==> src/rtl/audio_pkg.sv <==
// Shared audio-path definitions: sample width, default loudness threshold,
// sample rate and the clap detector's FSM state encoding.
package audio_pkg;

    localparam int DATA_WIDTH  = 32;
    localparam int SAMPLE_RATE = 48000;
    localparam int PEAK_WIDTH  = 10;
    localparam int RUN_WIDTH   = 8;

    localparam logic [DATA_WIDTH-1:0] DEFAULT_THRESHOLD = 32'h0800_0000;

    // Sample-pair sequencer: wait for data, pop it, rectify, evaluate.
    typedef enum logic [1:0] {
        ST_WAIT = 2'd0,
        ST_POP  = 2'd1,
        ST_S1   = 2'd2,
        ST_S2   = 2'd3
    } state_t;

    // Run-length increment that sticks at all-ones instead of wrapping.
    function automatic logic [RUN_WIDTH-1:0] sat_inc(input logic [RUN_WIDTH-1:0] v);
        return (&v) ? v : v + RUN_WIDTH'(1);
    endfunction

endpackage

==> src/rtl/clap_detector_if.sv <==
// ADC-side FIFO port of the audio controller: show-ahead head data, a
// registered "pair available" flag and a one-cycle pop strobe.
interface clap_detector_if #(
    parameter int DATA_WIDTH = audio_pkg::DATA_WIDTH
);
    logic                  audio_in_available;
    logic [DATA_WIDTH-1:0] left_channel_audio_in;
    logic [DATA_WIDTH-1:0] right_channel_audio_in;
    logic                  read_audio_in;

    // FIFO (controller) side.
    modport master (
        output audio_in_available,
        output left_channel_audio_in,
        output right_channel_audio_in,
        input  read_audio_in
    );

    // Consumer side.
    modport slave (
        input  audio_in_available,
        input  left_channel_audio_in,
        input  right_channel_audio_in,
        output read_audio_in
    );
endinterface

==> src/rtl/abs_peak.sv <==
// Combinational rectifier: largest magnitude of two two's-complement samples.
// The most negative value has no positive counterpart and saturates to the
// largest positive value.
module abs_peak
    import audio_pkg::*;
#(
    parameter int WIDTH = DATA_WIDTH
) (
    input  logic signed [WIDTH-1:0] left,
    input  logic signed [WIDTH-1:0] right,
    output logic        [WIDTH-1:0] peak
);

    localparam logic [WIDTH-1:0] MAX_POS = {1'b0, {(WIDTH-1){1'b1}}};

    function automatic logic [WIDTH-1:0] sat_abs(input logic [WIDTH-1:0] x);
        if (!x[WIDTH-1])
            return x;
        else if (x[WIDTH-2:0] == '0)
            return MAX_POS;
        else
            return (~x) + WIDTH'(1);
    endfunction

    logic [WIDTH-1:0] mag_left;
    logic [WIDTH-1:0] mag_right;

    // Rectify both channels and keep the larger magnitude.
    always_comb begin
        mag_left  = sat_abs(left);
        mag_right = sat_abs(right);
        peak      = (mag_left > mag_right) ? mag_left : mag_right;
    end

endmodule

==> src/rtl/clap_detector.sv <==
// Clap detector: drains stereo pairs from the audio controller's ADC FIFO,
// rectifies each pair, qualifies claps by run length with a hold-off, and
// reports single claps, double claps and a toggled lights state.
module clap_detector
    import audio_pkg::*;
#(
    parameter logic [DATA_WIDTH-1:0] THRESHOLD     = DEFAULT_THRESHOLD,
    parameter int                    MIN_RUN       = 4,
    parameter int                    HOLDOFF       = SAMPLE_RATE / 4,
    parameter int                    DOUBLE_WINDOW = SAMPLE_RATE
) (
    input  logic                  CLOCK_50,
    input  logic                  resetn,
    input  logic                  enable,
    clap_detector_if.slave        audio,
    output logic                  clap_detected,
    output logic                  double_clap,
    output logic                  lights_on,
    output logic [RUN_WIDTH-1:0]  clap_count,
    output logic [PEAK_WIDTH-1:0] peak_level
);

    // DOUBLE_WINDOW exceeds HOLDOFF, so one width covers both counters.
    localparam int                   CNT_W      = $clog2(DOUBLE_WINDOW + 1);
    localparam logic [CNT_W-1:0]     HOLD_LOAD  = CNT_W'(HOLDOFF);
    localparam logic [CNT_W-1:0]     WIN_LOAD   = CNT_W'(DOUBLE_WINDOW);
    localparam logic [RUN_WIDTH-1:0] RUN_TARGET = RUN_WIDTH'(MIN_RUN);

    state_t state_q, state_d;
    logic   pop;

    logic signed [DATA_WIDTH-1:0] left_q, right_q;
    logic        [DATA_WIDTH-1:0] peak_abs, peak_q;

    logic [RUN_WIDTH-1:0] run_q, run_d, run_inc;
    logic [CNT_W-1:0]     hold_q, hold_d;
    logic [CNT_W-1:0]     win_q, win_d;
    logic [RUN_WIDTH-1:0] count_d;
    logic                 lights_d;
    logic                 loud, is_clap, is_double;

    // FSM state register.
    always_ff @(posedge CLOCK_50 or negedge resetn) begin
        // NOTE: clocked state uses non-blocking assignments so every flop samples pre-edge values.
        if (!resetn)
            state_q <= ST_WAIT;
        else
            state_q <= state_d;
    end

    // Next state and pop strobe. The two dead cycles after POP let the
    // controller's registered available flag reflect the pop.
    always_comb begin
        // NOTE: defaults first so every path assigns every output and no latch is inferred.
        state_d = state_q;
        pop     = 1'b0;
        case (state_q)
            ST_WAIT: if (audio.audio_in_available) state_d = ST_POP;
            ST_POP: begin
                pop     = 1'b1;
                state_d = ST_S1;
            end
            ST_S1:   state_d = ST_S2;
            ST_S2:   state_d = ST_WAIT;
            default: state_d = ST_WAIT;
        endcase
    end

    // Decoded straight from the state register, so reset drops it at once.
    assign audio.read_audio_in = pop;

    // Sample capture in POP and registered rectified peak in S1.
    always_ff @(posedge CLOCK_50 or negedge resetn) begin
        // NOTE: data registers are reset as well, so a pair caught by reset is discarded rather than evaluated.
        if (!resetn) begin
            left_q  <= '0;
            right_q <= '0;
            peak_q  <= '0;
        end else begin
            if (state_q == ST_POP) begin
                left_q  <= audio.left_channel_audio_in;
                right_q <= audio.right_channel_audio_in;
            end
            if (state_q == ST_S1)
                peak_q <= peak_abs;
        end
    end

    abs_peak #(.WIDTH(DATA_WIDTH)) u_abs_peak (
        .left  (left_q),
        .right (right_q),
        .peak  (peak_abs)
    );

    // Per-pair evaluation in S2: run length, hold-off, double-clap window.
    always_comb begin
        loud      = (peak_q > THRESHOLD);
        run_inc   = loud ? sat_inc(run_q) : '0;
        is_clap   = 1'b0;
        is_double = 1'b0;
        run_d     = run_q;
        hold_d    = hold_q;
        win_d     = win_q;
        count_d   = clap_count;
        lights_d  = lights_on;
        if (state_q == ST_S2) begin
            if (!enable) begin
                run_d  = '0;
                hold_d = '0;
                win_d  = '0;
            end else begin
                is_clap = (run_inc == RUN_TARGET) && (hold_q == '0);
                run_d   = is_clap ? '0 : run_inc;
                hold_d  = is_clap ? HOLD_LOAD
                                  : ((hold_q != '0) ? hold_q - CNT_W'(1) : '0);
                win_d   = (win_q != '0) ? win_q - CNT_W'(1) : '0;
                if (is_clap) begin
                    count_d = clap_count + RUN_WIDTH'(1);
                    if (win_q != '0) begin
                        // Second clap inside the window; closing it stops triple chaining.
                        is_double = 1'b1;
                        lights_d  = ~lights_on;
                        win_d     = '0;
                    end else begin
                        win_d = WIN_LOAD;
                    end
                end
            end
        end
    end

    // Counter state, registered pulses and the LED meter level.
    always_ff @(posedge CLOCK_50 or negedge resetn) begin
        if (!resetn) begin
            run_q         <= '0;
            hold_q        <= '0;
            win_q         <= '0;
            clap_count    <= '0;
            lights_on     <= 1'b0;
            clap_detected <= 1'b0;
            double_clap   <= 1'b0;
            peak_level    <= '0;
        end else begin
            run_q         <= run_d;
            hold_q        <= hold_d;
            win_q         <= win_d;
            clap_count    <= count_d;
            lights_on     <= lights_d;
            clap_detected <= is_clap;
            double_clap   <= is_double;
            if (state_q == ST_S2)
                peak_level <= peak_q[DATA_WIDTH-2 -: PEAK_WIDTH];
        end
    end

endmodule

==> src/flat_wrapper.sv <==
// flat-port wrapper written by rule: the top's interface ports become plain ports
module clap_detector_flat import audio_pkg::*;
#(
    parameter logic [DATA_WIDTH-1:0] THRESHOLD     = DEFAULT_THRESHOLD,
    parameter int                    MIN_RUN       = 4,
    parameter int                    HOLDOFF       = SAMPLE_RATE / 4,
    parameter int                    DOUBLE_WINDOW = SAMPLE_RATE
)
  (CLOCK_50, resetn, enable, clap_detected, double_clap, lights_on, clap_count, peak_level, audio_audio_in_available, audio_left_channel_audio_in, audio_right_channel_audio_in, audio_read_audio_in);
  clap_detector_if audio_i ();
  input  logic CLOCK_50;
  input  logic resetn;
  input  logic enable;
  output logic clap_detected;
  output logic double_clap;
  output logic lights_on;
  output logic [RUN_WIDTH-1:0] clap_count;
  output logic [PEAK_WIDTH-1:0] peak_level;
  input wire logic [$bits(audio_i.audio_in_available)-1:0] audio_audio_in_available;
  input wire logic [$bits(audio_i.left_channel_audio_in)-1:0] audio_left_channel_audio_in;
  input wire logic [$bits(audio_i.right_channel_audio_in)-1:0] audio_right_channel_audio_in;
  output wire logic [$bits(audio_i.read_audio_in)-1:0] audio_read_audio_in;
  assign audio_i.audio_in_available = audio_audio_in_available;
  assign audio_i.left_channel_audio_in = audio_left_channel_audio_in;
  assign audio_i.right_channel_audio_in = audio_right_channel_audio_in;
  assign audio_read_audio_in = audio_i.read_audio_in;
  clap_detector #(.THRESHOLD(THRESHOLD), .MIN_RUN(MIN_RUN), .HOLDOFF(HOLDOFF), .DOUBLE_WINDOW(DOUBLE_WINDOW)) u_core (.CLOCK_50(CLOCK_50), .resetn(resetn), .enable(enable), .audio(audio_i), .clap_detected(clap_detected), .double_clap(double_clap), .lights_on(lights_on), .clap_count(clap_count), .peak_level(peak_level));
endmodule
==> config.mk <==
export PLATFORM = sky130hd
export DESIGN_NAME = clap_detector_flat
export DESIGN_NICKNAME = d
export VERILOG_FILES = /design/src/rtl/audio_pkg.sv /design/src/rtl/clap_detector_if.sv /design/src/rtl/abs_peak.sv /design/src/rtl/clap_detector.sv /design/src/flat_wrapper.sv
export SDC_FILE = /design/constraint.sdc
export NUM_CORES = 1
export LEC_CHECK = 0
export BUFFER_PORTS_ARGS = -buffer_cell sky130_fd_sc_hd__buf_4
export CAP_MARGIN = 20
export CORE_MARGIN = 2
export CORE_UTILIZATION = 55
export DETAILED_ROUTE_END_ITERATION = 6
export GPL_ROUTABILITY_DRIVEN = 0
export PLACE_DENSITY = 0.8
export SYNTH_ARGS = -nofsm -noshare
export SYNTH_HDL_FRONTEND = slang
export SYNTH_SLANG_ARGS = --single-unit
==> constraint.sdc <==
create_clock -name CLOCK_50 -period 10.9 [get_ports CLOCK_50]
set_input_delay 1.09 -clock CLOCK_50 [delete_from_list [all_inputs] [get_ports CLOCK_50]]
set_output_delay 1.09 -clock CLOCK_50 [all_outputs]
set_load 0.05 [all_outputs]
Word-level counts from Yosys, hierarchy flattened
Cells that the tools add are included.
{ "op_classes": {"addsub": 6, "n_lt_le_gt_ge": 2, "n_eq_ne": 5, "muxes": 25, "n_bitwise": 3, "reduce_logical": 10} }
{ "op_table": {"columns": ["op", "count"], "rows": [
  ["2-to-1 mux 32 bit", 5],
  ["2-to-1 mux 16 bit", 7],
  ["adder 32 x 1 -> 32 bit (second input constant)", 2],
  ["NOT 32 bit", 2],
  ["logical NOT 31 bit", 2],
  ["greater-than comparator 32 x 28 -> 1 bit (second input constant)", 1],
  ["greater-than comparator 32 bit", 1],
  ["2-to-1 mux 8 bit", 4],
  ["nonzero test 16 bit", 2],
  ["subtractor 16 x 1 -> 16 bit (second input constant)", 2],
  ["adder 8 x 1 -> 8 bit (second input constant)", 2],
  ["logical NOT 16 bit", 1],
  ["equality test 8 x 3 -> 1 bit (second input constant)", 1],
  ["case mux 2 bit (4 select lines)", 1],
  ["AND reduction 8 bit", 1],
  ["2-to-1 mux 1 bit", 7],
  ["equality test 2 bit (second input constant)", 2],
  ["AND reduction 4 bit", 1],
  ["AND reduction 3 bit", 1],
  ["equality test 2 x 1 -> 1 bit (second input constant)", 1],
  ["logical NOT 2 bit", 1],
  ["2-to-1 mux 2 bit", 1],
  ["!= test 2 bit (second input constant)", 1],
  ["logical AND 1 bit", 1],
  ["NOT 1 bit", 1]
]} }
{ "word_totals": {"reg_bits": 159, "inputBits": 68, "out_inout_bits": 22, "elab_cells": 63} }

Logic depth before layout (Yosys ltp)
Gate-level depths: netlist (run 1).
{ "logic_depth": {"depth_word": 8, "mapped_depth": 22, "depth_no_buf": 18} }

Hierarchy
A second synthesis (run 1) with hierarchy kept.
{ "hier_totals": {"cells_unflattened": 986, "area_unflattened_um2": 9884.5} }
{ "modules_own_cells": {"columns": ["mod", "n_inst", "cells_each", "area_per_inst_um2", "seq_area_each_um2"], "rows": [
  ["clap_detector", 1, 572, 7021.7, 3978.8],
  ["abs_peak", 1, 414, 2862.7, 0.0]
]} }

Least setup slack after synthesis (run 1)
No wires, ideal clock.
{ "synth_timing": {"path_type": "reg2reg", "from": "reg u_core.right_q[0]", "to": "reg u_core.peak_q[10]", "setup_time_ps": 120, "arrival_time_ps": 4913, "t_required_ps": 10780, "slack_ps": 5867, "path_stages_with_launch": 19, "path_buffers": 4, "synth_period_minus_slack_ps": 5033, "cell_sequence": "dfrtp_1 -> inv_1 -> ha_1 -> or4b_2 -> or3_1 -> clkbuf_1 -> or3_1 -> buf_2 -> or3_1 -> a31o_2 -> ha_1 -> nand3_1 -> or4_1 -> a311oi_1 -> o21a_1 -> clkbuf_1 -> clkbuf_1 -> nand3_1 -> a31o_2"} }
{ "synth_between": {"elab_chain_cells": 6, "elab_cells_between_ends": 7, "classes_between": "1 x add/sub; 1 x order compare; 3 x mux; 1 x bitwise; 1 x reduce/logical"} }
{ "synth_rtl": {"columns": ["item", "line", "rtl"], "rows": [
  ["from (decl)", "clap_detector.sv:32", "logic signed [DATA_WIDTH-1:0] left_q, right_q;"],
  ["from (signal assigned)", "clap_detector.sv:82", "right_q <= audio.right_channel_audio_in;"],
  ["NOT 32 bit", "abs_peak.sv:22", "return (~x) + WIDTH'(1);"],
  ["adder 32 x 1 -> 32 bit", "abs_peak.sv:22", null],
  ["2-to-1 mux 32 bit", "abs_peak.sv:19", "else if (x[WIDTH-2:0] == '0)"],
  ["2-to-1 mux 32 bit (*)", "abs_peak.sv:17", "if (!x[WIDTH-1])"],
  ["greater-than comparator 32 bit", "abs_peak.sv:32", "peak = (mag_left > mag_right) ? mag_left : mag_right;"],
  ["2-to-1 mux 32 bit (*)", "abs_peak.sv:32", null],
  ["to (signal assigned)", "clap_detector.sv:85", "peak_q <= peak_abs;"],
  ["to (decl)", "clap_detector.sv:33", "logic [DATA_WIDTH-1:0] peak_abs, peak_q;"]
]} }
Mark *: on every way between the ends. The rest lies on a longest branch, timed or not.
A chain may end at the register's enable or synchronous reset.

Worst setup path after layout (run 1)
{ "layout_timing": {"from": "reg u_core.right_q[0]", "to": "reg u_core.peak_q[31]"} }
Same word-level chain as after synthesis.

==> impl_metrics.py, run 1 <==
metrics = {
    "run_status": {
        "status": "finished, final reports clean",
    },
    "route": {
        "vias": 7844,
        "vias_per_cell": 6.15,
        "routedWlPerCell_um": 17.5,
        "drt_iter0_drc": 665,
        "wirelength_mm": 22.4,
        "antenna_left": 0,
        "drcViolationCount": 0,
        "drt-pass1-iter-count": 6,
    },
    "cells_and_area": {
        "fillers": 1326,
        "drive_gt1_share_pct": 21.9,
        "final_common_cell": "dfrtp_1",
        "layoutNonFillerInstCount": 1275,
        "area_growth_pct": 15.9,
        "mostFrequentLayoutCells": "dfrtp_1 (159), nand2_1 (110), buf_4 (94)",
        "fin_nets": 1154,
        "antenna_cells": 0,
    },
    "critical_path": {
        "end_kind": "flop",
        "path_buf_inv": 3,
        "critPathArrivalTime_ns": 6.12,
        "worstSetupPathType": "reg2reg",
        "required_ns": 11.20,
        "path_cells": "inv_1, ha_1, or4b_2, or3_1, or3_1, nor3_4, buf_8, o31ai_1, ha_1, nand3_1, nor3_1, nand2b_1, or4_1, o21ai_1, buf_4, nor4_1, a31oi_1, a21oi_1",
        "worst-path-max-fanout": 21,
        "cpPeakStageDelay_ns": 0.66,
        "cp_top_family": "simple AND/OR/NAND/NOR gates",
        "crit_slowest_cell": "or4b_2",
        "startpoint_type": "flop",
    },
    "timing": {
        "post-route-min-period_ns": 5.82,
        "drv_slew": 0,
        "tightest_slew_ns": 1.03,
        "slew_headroom_pct": 31.1,
        "report.final.hold_viol_count": 0,
        "setup_violations": 0,
        "fin_crit_sh_pct": 53.4,
        "rsz0062_at_grt": "no",
        "max_freq_mhz": 172,
        "timing.hold.ws_ns": 0.476,
        "setup-tns-final_ns": 0,
        "fin_skew_ns": 0.00837,
    },
    "die": {
        "die_x_um": 135,
        "row_count": 47,
        "start_util_pct": 56.6,
        "dieArea_um2": 18200,
        "die_h_um": 135,
        "fp.coreArea_um2": 16600,
        "io_pins": 90,
    },
    "global_routing": {
        "grt_max_degree": 88,
        "grt_pass1_vias": 7521,
        "antenna_found_initial": 0,
        "overflow": 0,
        "grt_pass1_wl_mm": 37.3,
        "grt_usage_pct": 25.6,
    },
    "clock_tree": {
        "cts_buffer_depth": 2,
        "post_cts_resized": 0,
        "tritoncts": "yes",
        "insertion_delay_ns": 0.43,
        "htreeDepth": 4,
        "root_buffer": "clkbuf_16",
        "cts_hold_buffers": 0,
        "postCtsSetupRepairBufs": 0,
        "cts.sinks": 159,
        "cts.clk_slew.worst_paths_ns": 0.06,
        "cts_buffers": 17,
    },
    "yosys": {
        "ys_ff_latch": 159,
        "synth_edf_count": 0,
        "synth.distinct_cells": 64,
        "synth-seq-area-share_pct": 42.3,
        "synthFlopType": "dfrtp_1",
        "async_reset_ff_share_pct": 100,
        "synth_cells": 977,
        "synth_nets": 1089,
        "synth_warnings": 0,
        "syn_avg_cell_area_um2": 9.64,
        "synth.cell_area_um2": 9420,
    },
    "run": {
        "drv_cap": 0,
    },
    "power": {
        "powerDensity_nw_per_um2": 375,
        "cellLeakagePower_uw": 0.00477,
        "peakVddDrop_v": 0.000235,
    },
    "placement": {
        "dp.final_hpwl_mm": 15.8,
        "io_buffer_count": 89,
        "dpl.cell_count": 1240,
    },
    "hold_path": {
        "hold_class": "reg2reg",
    },
}
## state kept, by name (all words and copies together) (netlist names)
name and cells:
u_core.clap_count 8, u_core.clap_detected 1, u_core.double_clap 1, u_core.hold_q 16
u_core.left_q 32, u_core.lights_on 1, u_core.peak_level 10, u_core.peak_q 32
u_core.right_q 32, u_core.run_q 8, u_core.state_q 2, u_core.win_q 16
## cell usage after synthesis (26+ instances only)
cell / instances / area [um2]
dfrtp_1: 159 / 3980
nand2_1: 110 / 413
mux2_2: 71 / 800
nor2_1: 60 / 225
o21ai_0: 56 / 280
a21oi_1: 47 / 235
ha_1: 44 / 551
clkbuf_1: 39 / 146
xor2_1: 34 / 298
xnor2_1: 30 / 263
nand3_1: 28 / 140
nor3_1: 26 / 130
## worst paths after layout
kind / slack (ns) / startpoint / to / cells after the start
setup reg to reg: 5.08 / u_core.right_q[0]$_DFFE_PN0P_ / u_core.peak_q[31]$_DFFE_PN0P_ / 18
max in group asynchronous: 8.77 / resetn / u_core.peak_q[17]$_DFFE_PN0P_ / 2
hold reg to reg: 0.48 / u_core.lights_on$_DFFE_PN0P_ / u_core.lights_on$_DFFE_PN0P_ / 1
setup / recovery: 5.08 / u_core.right_q[0]$_DFFE_PN0P_ / u_core.peak_q[31]$_DFFE_PN0P_ / 18
min in group asynchronous: 0.71 / resetn / u_core.left_q[21]$_DFFE_PN0P_ / 1
hold / removal: 0.48 / u_core.lights_on$_DFFE_PN0P_ / u_core.lights_on$_DFFE_PN0P_ / 1
## logic make-up (layout without fill, tap and decap cells)
logic type	after synthesis	count (layout)	synth area share, %
buf+inv	75	153	3.14
simple gates	337	337	18.2
xor+xnor	64	64	5.95
fa+ha+maj	44	44	5.85
mux	76	76	9.02
compound gates	222	222	15.6
flops	159	159	42.3
## through the flow
step                      worst slack (ns)  power (uW)  area, um2  utilization, %
after floorplan                       5.87        2760       9420               -
after global placement                4.83        3250      10200            61.3
after detailed placement              4.68        3320      10200            61.3
after CTS                             4.69        4010      10800            65.2
final                                 5.08        4090      10900            65.6
after global routing                  4.71        4400      10900            65.6
## area by class of cell
type	count	area [um2]	area share, %
Inverter	23	86.3	0.791
Tap cell	220	275	2.52
Multi-Input combinational cell	743	5140	47.1
Sequential cell	159	3980	36.5
Timing Repair Buffer	98	787	7.21
Clock buffer	19	433	3.97
Clock inverter	13	210	1.93
## per-layer routing
layer,global-route usage [%],part of all wire (%),vias to the layer above
met5,0,0,-
met4,9.06,2.9,0
met3,4.69,4.9,49
met2,42.8,49,264
met1,33.5,43,3810
li1,-,-,3721
## power by group
| group | total [uW] | internal (uW) | switching, uW |
|---|---|---|---|
| logic | 2260 | 968 | 1300 |
| clock network | 655 | 408 | 247 |
| registers | 1170 | 858 | 314 |
No activity file was read; power rests on OpenSTA's default activity.
==> run 2, diff against run 1 <==
--- a/config.mk
+++ b/config.mk
@@ -5,13 +5,14 @@
 export SDC_FILE = /design/constraint.sdc
 export NUM_CORES = 1
 export LEC_CHECK = 0
+export ABC_AREA = 1
 export BUFFER_PORTS_ARGS = -buffer_cell sky130_fd_sc_hd__buf_4
 export CAP_MARGIN = 20
 export CORE_MARGIN = 2
 export CORE_UTILIZATION = 55
 export DETAILED_ROUTE_END_ITERATION = 6
 export GPL_ROUTABILITY_DRIVEN = 0
-export PLACE_DENSITY = 0.8
+export PLACE_DENSITY = 0.79
 export SYNTH_ARGS = -nofsm -noshare
 export SYNTH_HDL_FRONTEND = slang
 export SYNTH_SLANG_ARGS = --single-unit
==> constraint.sdc (replaced) <==
create_clock -name CLOCK_50 -period 5.6 [get_ports CLOCK_50]
set_input_delay 0.56 -clock CLOCK_50 [delete_from_list [all_inputs] [get_ports CLOCK_50]]
set_output_delay 0.56 -clock CLOCK_50 [all_outputs]
set_load 0.05 [all_outputs]
==> run 2 against run 1 <==
- synthesized cell count grew 66%
- count of clock-buffer cells in the layout grew 2
- first-iteration DRC count grew 44%
- power grew 110%
- via count grew 41%
==> impl_metrics.py, run 2 <==
metrics = {
    "run_status": {
        "status": "finished, final reports clean",
    },
    "route": {
        "drcViolationCount": 0,
        "wirelength_mm": 29.0,
        "vias_per_cell": 5.59,
        "drt_iter0_drc": 957,
        "routedWlPerCell_um": 14.7,
        "antenna_left": 0,
        "drt-pass1-iter-count": 6,
        "vias": 11027,
    },
    "critical_path": {
        "crit_top_cell": "nand2_1",
        "end_kind": "flop",
        "startpoint_type": "flop",
        "required_ns": 5.92,
        "worst-path-max-fanout": 24,
        "rrSetupSlack_ns": 0.95,
        "path_cells": "inv_1, ha_1, nand3_2, nor2_4, nand3_2, inv_2, nand3_2, nor2_4, inv_4, nand3_1, inv_1, ha_1, nand2_1, nor2_1, nand4_1, nor2_1, nand4_2, nand2_1, buf_4, nand2_1, nand3_1, nand2_1",
        "crit_slowest_cell": "nand2_1",
        "worstSetupPathType": "reg2reg",
        "critPathArrivalTime_ns": 4.97,
        "cpPeakStageDelay_ns": 0.75,
    },
    "timing": {
        "report.final.hold_viol_count": 0,
        "post-route-min-period_ns": 4.65,
        "max_freq_mhz": 215,
        "setup_violations": 0,
        "tightest_slew_ns": 1.05,
        "fin_crit_sh_pct": 83.0,
        "rsz0062_at_grt": "no",
        "drv_slew": 0,
        "fin_skew_ns": 0.0159,
        "slew_headroom_pct": 30.2,
        "setup-tns-final_ns": 0,
    },
    "global_routing": {
        "grt_usage_pct": 27.8,
        "overflow": 0,
        "busiest_layer": "met2",
        "use_met1_pct": 35.0,
        "grt_max_degree": 71,
        "use_met3_pct": 3.81,
        "antenna_found_initial": 0,
        "grt_pass1_wl_mm": 48.8,
        "grt_use_met2_pct": 48.2,
        "grt_pass1_vias": 10420,
    },
    "clock_tree": {
        "cts.sinks": 159,
        "insertion_delay_ns": 0.44,
        "cts.clk_slew.worst_paths_ns": 0.07,
        "cts_hold_buffers": 0,
        "postCtsSetupRepairBufs": 0,
        "post_cts_resized": 0,
        "tritoncts": "yes",
        "htreeDepth": 4,
        "root_buffer": "clkbuf_16",
        "cts_buffers": 17,
        "cts_buffer_depth": 2,
    },
    "die": {
        "die_x_um": 146,
        "die_h_um": 146,
        "row_count": 52,
        "io_pins": 90,
        "dieArea_um2": 21400,
        "start_util_pct": 55.7,
        "fp.coreArea_um2": 20000,
    },
    "cells_and_area": {
        "final_common_cell": "nand2_1",
        "fin_util_pct": 63.1,
        "reg_top3": "u_core.left_q: 32 flops, u_core.peak_q: 32 flops, u_core.right_q: 32 flops",
        "layout.area.seq_um2": 3980,
        "mostFrequentLayoutCells": "nand2_1 (472), nor2_1 (182), inv_1 (181)",
        "area_growth_pct": 13.3,
        "multi_input_area_um2": 6240,
        "antenna_cells": 0,
        "drive_gt1_share_pct": 11.9,
        "fillers": 1827,
        "fin_nets": 1802,
    },
    "power": {
        "p_switching_uw": 4370,
        "powerDensity_nw_per_um2": 669,
        "internal-power_uw": 4090,
        "peakVddDrop_v": 0.000634,
        "clkPwrFrac_pct": 14.7,
        "power_frac_comb_pct": 60.3,
        "seq_power_share_pct": 25.1,
        "switching_share_pct": 51.7,
        "cellLeakagePower_uw": 0.00653,
    },
    "yosys": {
        "async_reset_ff_share_pct": 100,
        "synth_warnings": 0,
        "yosysTopAreaCell": "dfrtp_1",
        "synth.distinct_cells": 49,
        "synth_common_cells": "nand2_1 (472), nor2_1 (182), inv_1 (181)",
        "synth_edf_count": 0,
        "synth_most_common_cell": "nand2_1",
        "syn_avg_cell_area_um2": 6.88,
        "synth_area_leaders": "dfrtp_1 (36%), nand2_1 (16%), nand3_1 (7.2%), nor2_1 (6.1%), inv_1 (6.1%)",
        "yosysTopAreaCellShare_pct": 35.7,
        "synth_nets": 1734,
        "ys_ff_latch": 159,
        "synth-seq-area-share_pct": 35.7,
        "synth_cells": 1622,
        "synthFlopType": "dfrtp_1",
        "synth.cell_area_um2": 11200,
    },
    "hold_path": {
        "hold_class": "in2async",
    },
    "placement": {
        "dp.final_hpwl_mm": 21.6,
        "io_buffer_count": 89,
    },
    "run": {
        "drv_cap": 0,
    },
}
[run 2: cell count changes in the layout (fill, tap and decap cells not counted), sizes merged, moves of 13 or more]
| cell | before | now |
|---|---|---|
| nor4 | 20 | 4 |
| or4 | 22 | 0 |
| or3 | 13 | 0 |
| nor2 | 60 | 204 |
| o21ai | 57 | 120 |
| mux2 | 71 | 7 |
| o31ai | 24 | 3 |
| nand4 | 13 | 55 |
| inv | 25 | 191 |
| nand2 | 110 | 483 |
| nand3 | 28 | 172 |
| xnor2 | 30 | 9 |
[run 2: layout make-up]
cell class | count | share of cell area [%]
Clock inverter | 11 | 1.22
Inverter | 191 | 5.71
Multi-Input combinational cell | 1223 | 49.4
Timing Repair Buffer | 98 | 5.85
Tap cell | 270 | 2.67
Sequential cell | 159 | 31.5
Clock buffer | 21 | 3.72
[run 2: per-layer routing]
metal / vias up / wire length (um)
met5: - / 0
met4: 0 / 998
met3: 86 / 1710
met2: 451 / 14400
met1: 5120 / 11900
li1: 5370 / -
[run 2: stage by stage]
| step | worst slack (ns) | total power [uW] | cell area, um2 | cells | hold slack, ns |
|---|---|---|---|---|---|
| after detailed placement | 1.06 | 7140 | 12000 | 1941 | 0.461 |
| after global routing | 0.518 | 9300 | 12600 | 1973 | 0.0444 |
| after global placement | 1.28 | 7000 | 12000 | 1941 | 0.458 |
| final | 0.953 | 8460 | 12600 | 1973 | 0.0240 |
| after CTS | 1.03 | 8430 | 12600 | 1973 | 0.0382 |
| after floorplan | 2.40 | 5880 | 11200 | 1622 | 0.264 |
[run 2: cells by family (layout without fill, tap and decap cells)]
group | after synthesis | after routing | synth area share [%]
AO/OA/AOI/OAI | 176 | 176 | 8.37
AND/OR/NAND/NOR | 955 | 955 | 38.6
buffers and inverters | 240 | 321 | 8.51
adder cells (fa/ha/maj) | 44 | 44 | 4.93
XOR/XNOR | 40 | 40 | 3.14
flip-flops | 159 | 159 | 35.7
multiplexers | 8 | 8 | 0.796
[run 2: critical path, delay by kind of cell (launching register included)]
kind	cells	cell delay (ns)
adders and majority gates	2	0.50
buffers and inverters	5	0.70
DFF	1	0.37
and+or+nand+nor	15	2.94
[run 2: power groups by stage]
stage	sequential (uW)	clock, uW	combinational, uW
6_report	2120	1240	5100
3_5_place_dp	2120	0	5020
4_1_cts	2110	1260	5060
5_1_grt	2180	1300	5820
2_1_floorplan	2090	0	3780
3_3_place_gp	2110	0	4890
[run 2: worst paths after layout]
check / from / end / depth (start not counted)
setup / recovery: u_core.right_q[1]$_DFFE_PN0P_ / u_core.peak_q[5]$_DFFE_PN0P_ / 22
setup reg to reg: u_core.right_q[1]$_DFFE_PN0P_ / u_core.peak_q[5]$_DFFE_PN0P_ / 22
min in group CLOCK_50: audio_left_channel_audio_in[20] / u_core.left_q[20]$_DFFE_PN0P_ / 3
max in group asynchronous: resetn / u_core.peak_q[10]$_DFFE_PN0P_ / 2
hold reg to reg: u_core.lights_on$_DFFE_PN0P_ / u_core.lights_on$_DFFE_PN0P_ / 1
hold / removal: resetn / u_core.hold_q[1]$_DFFE_PN0P_ / 1
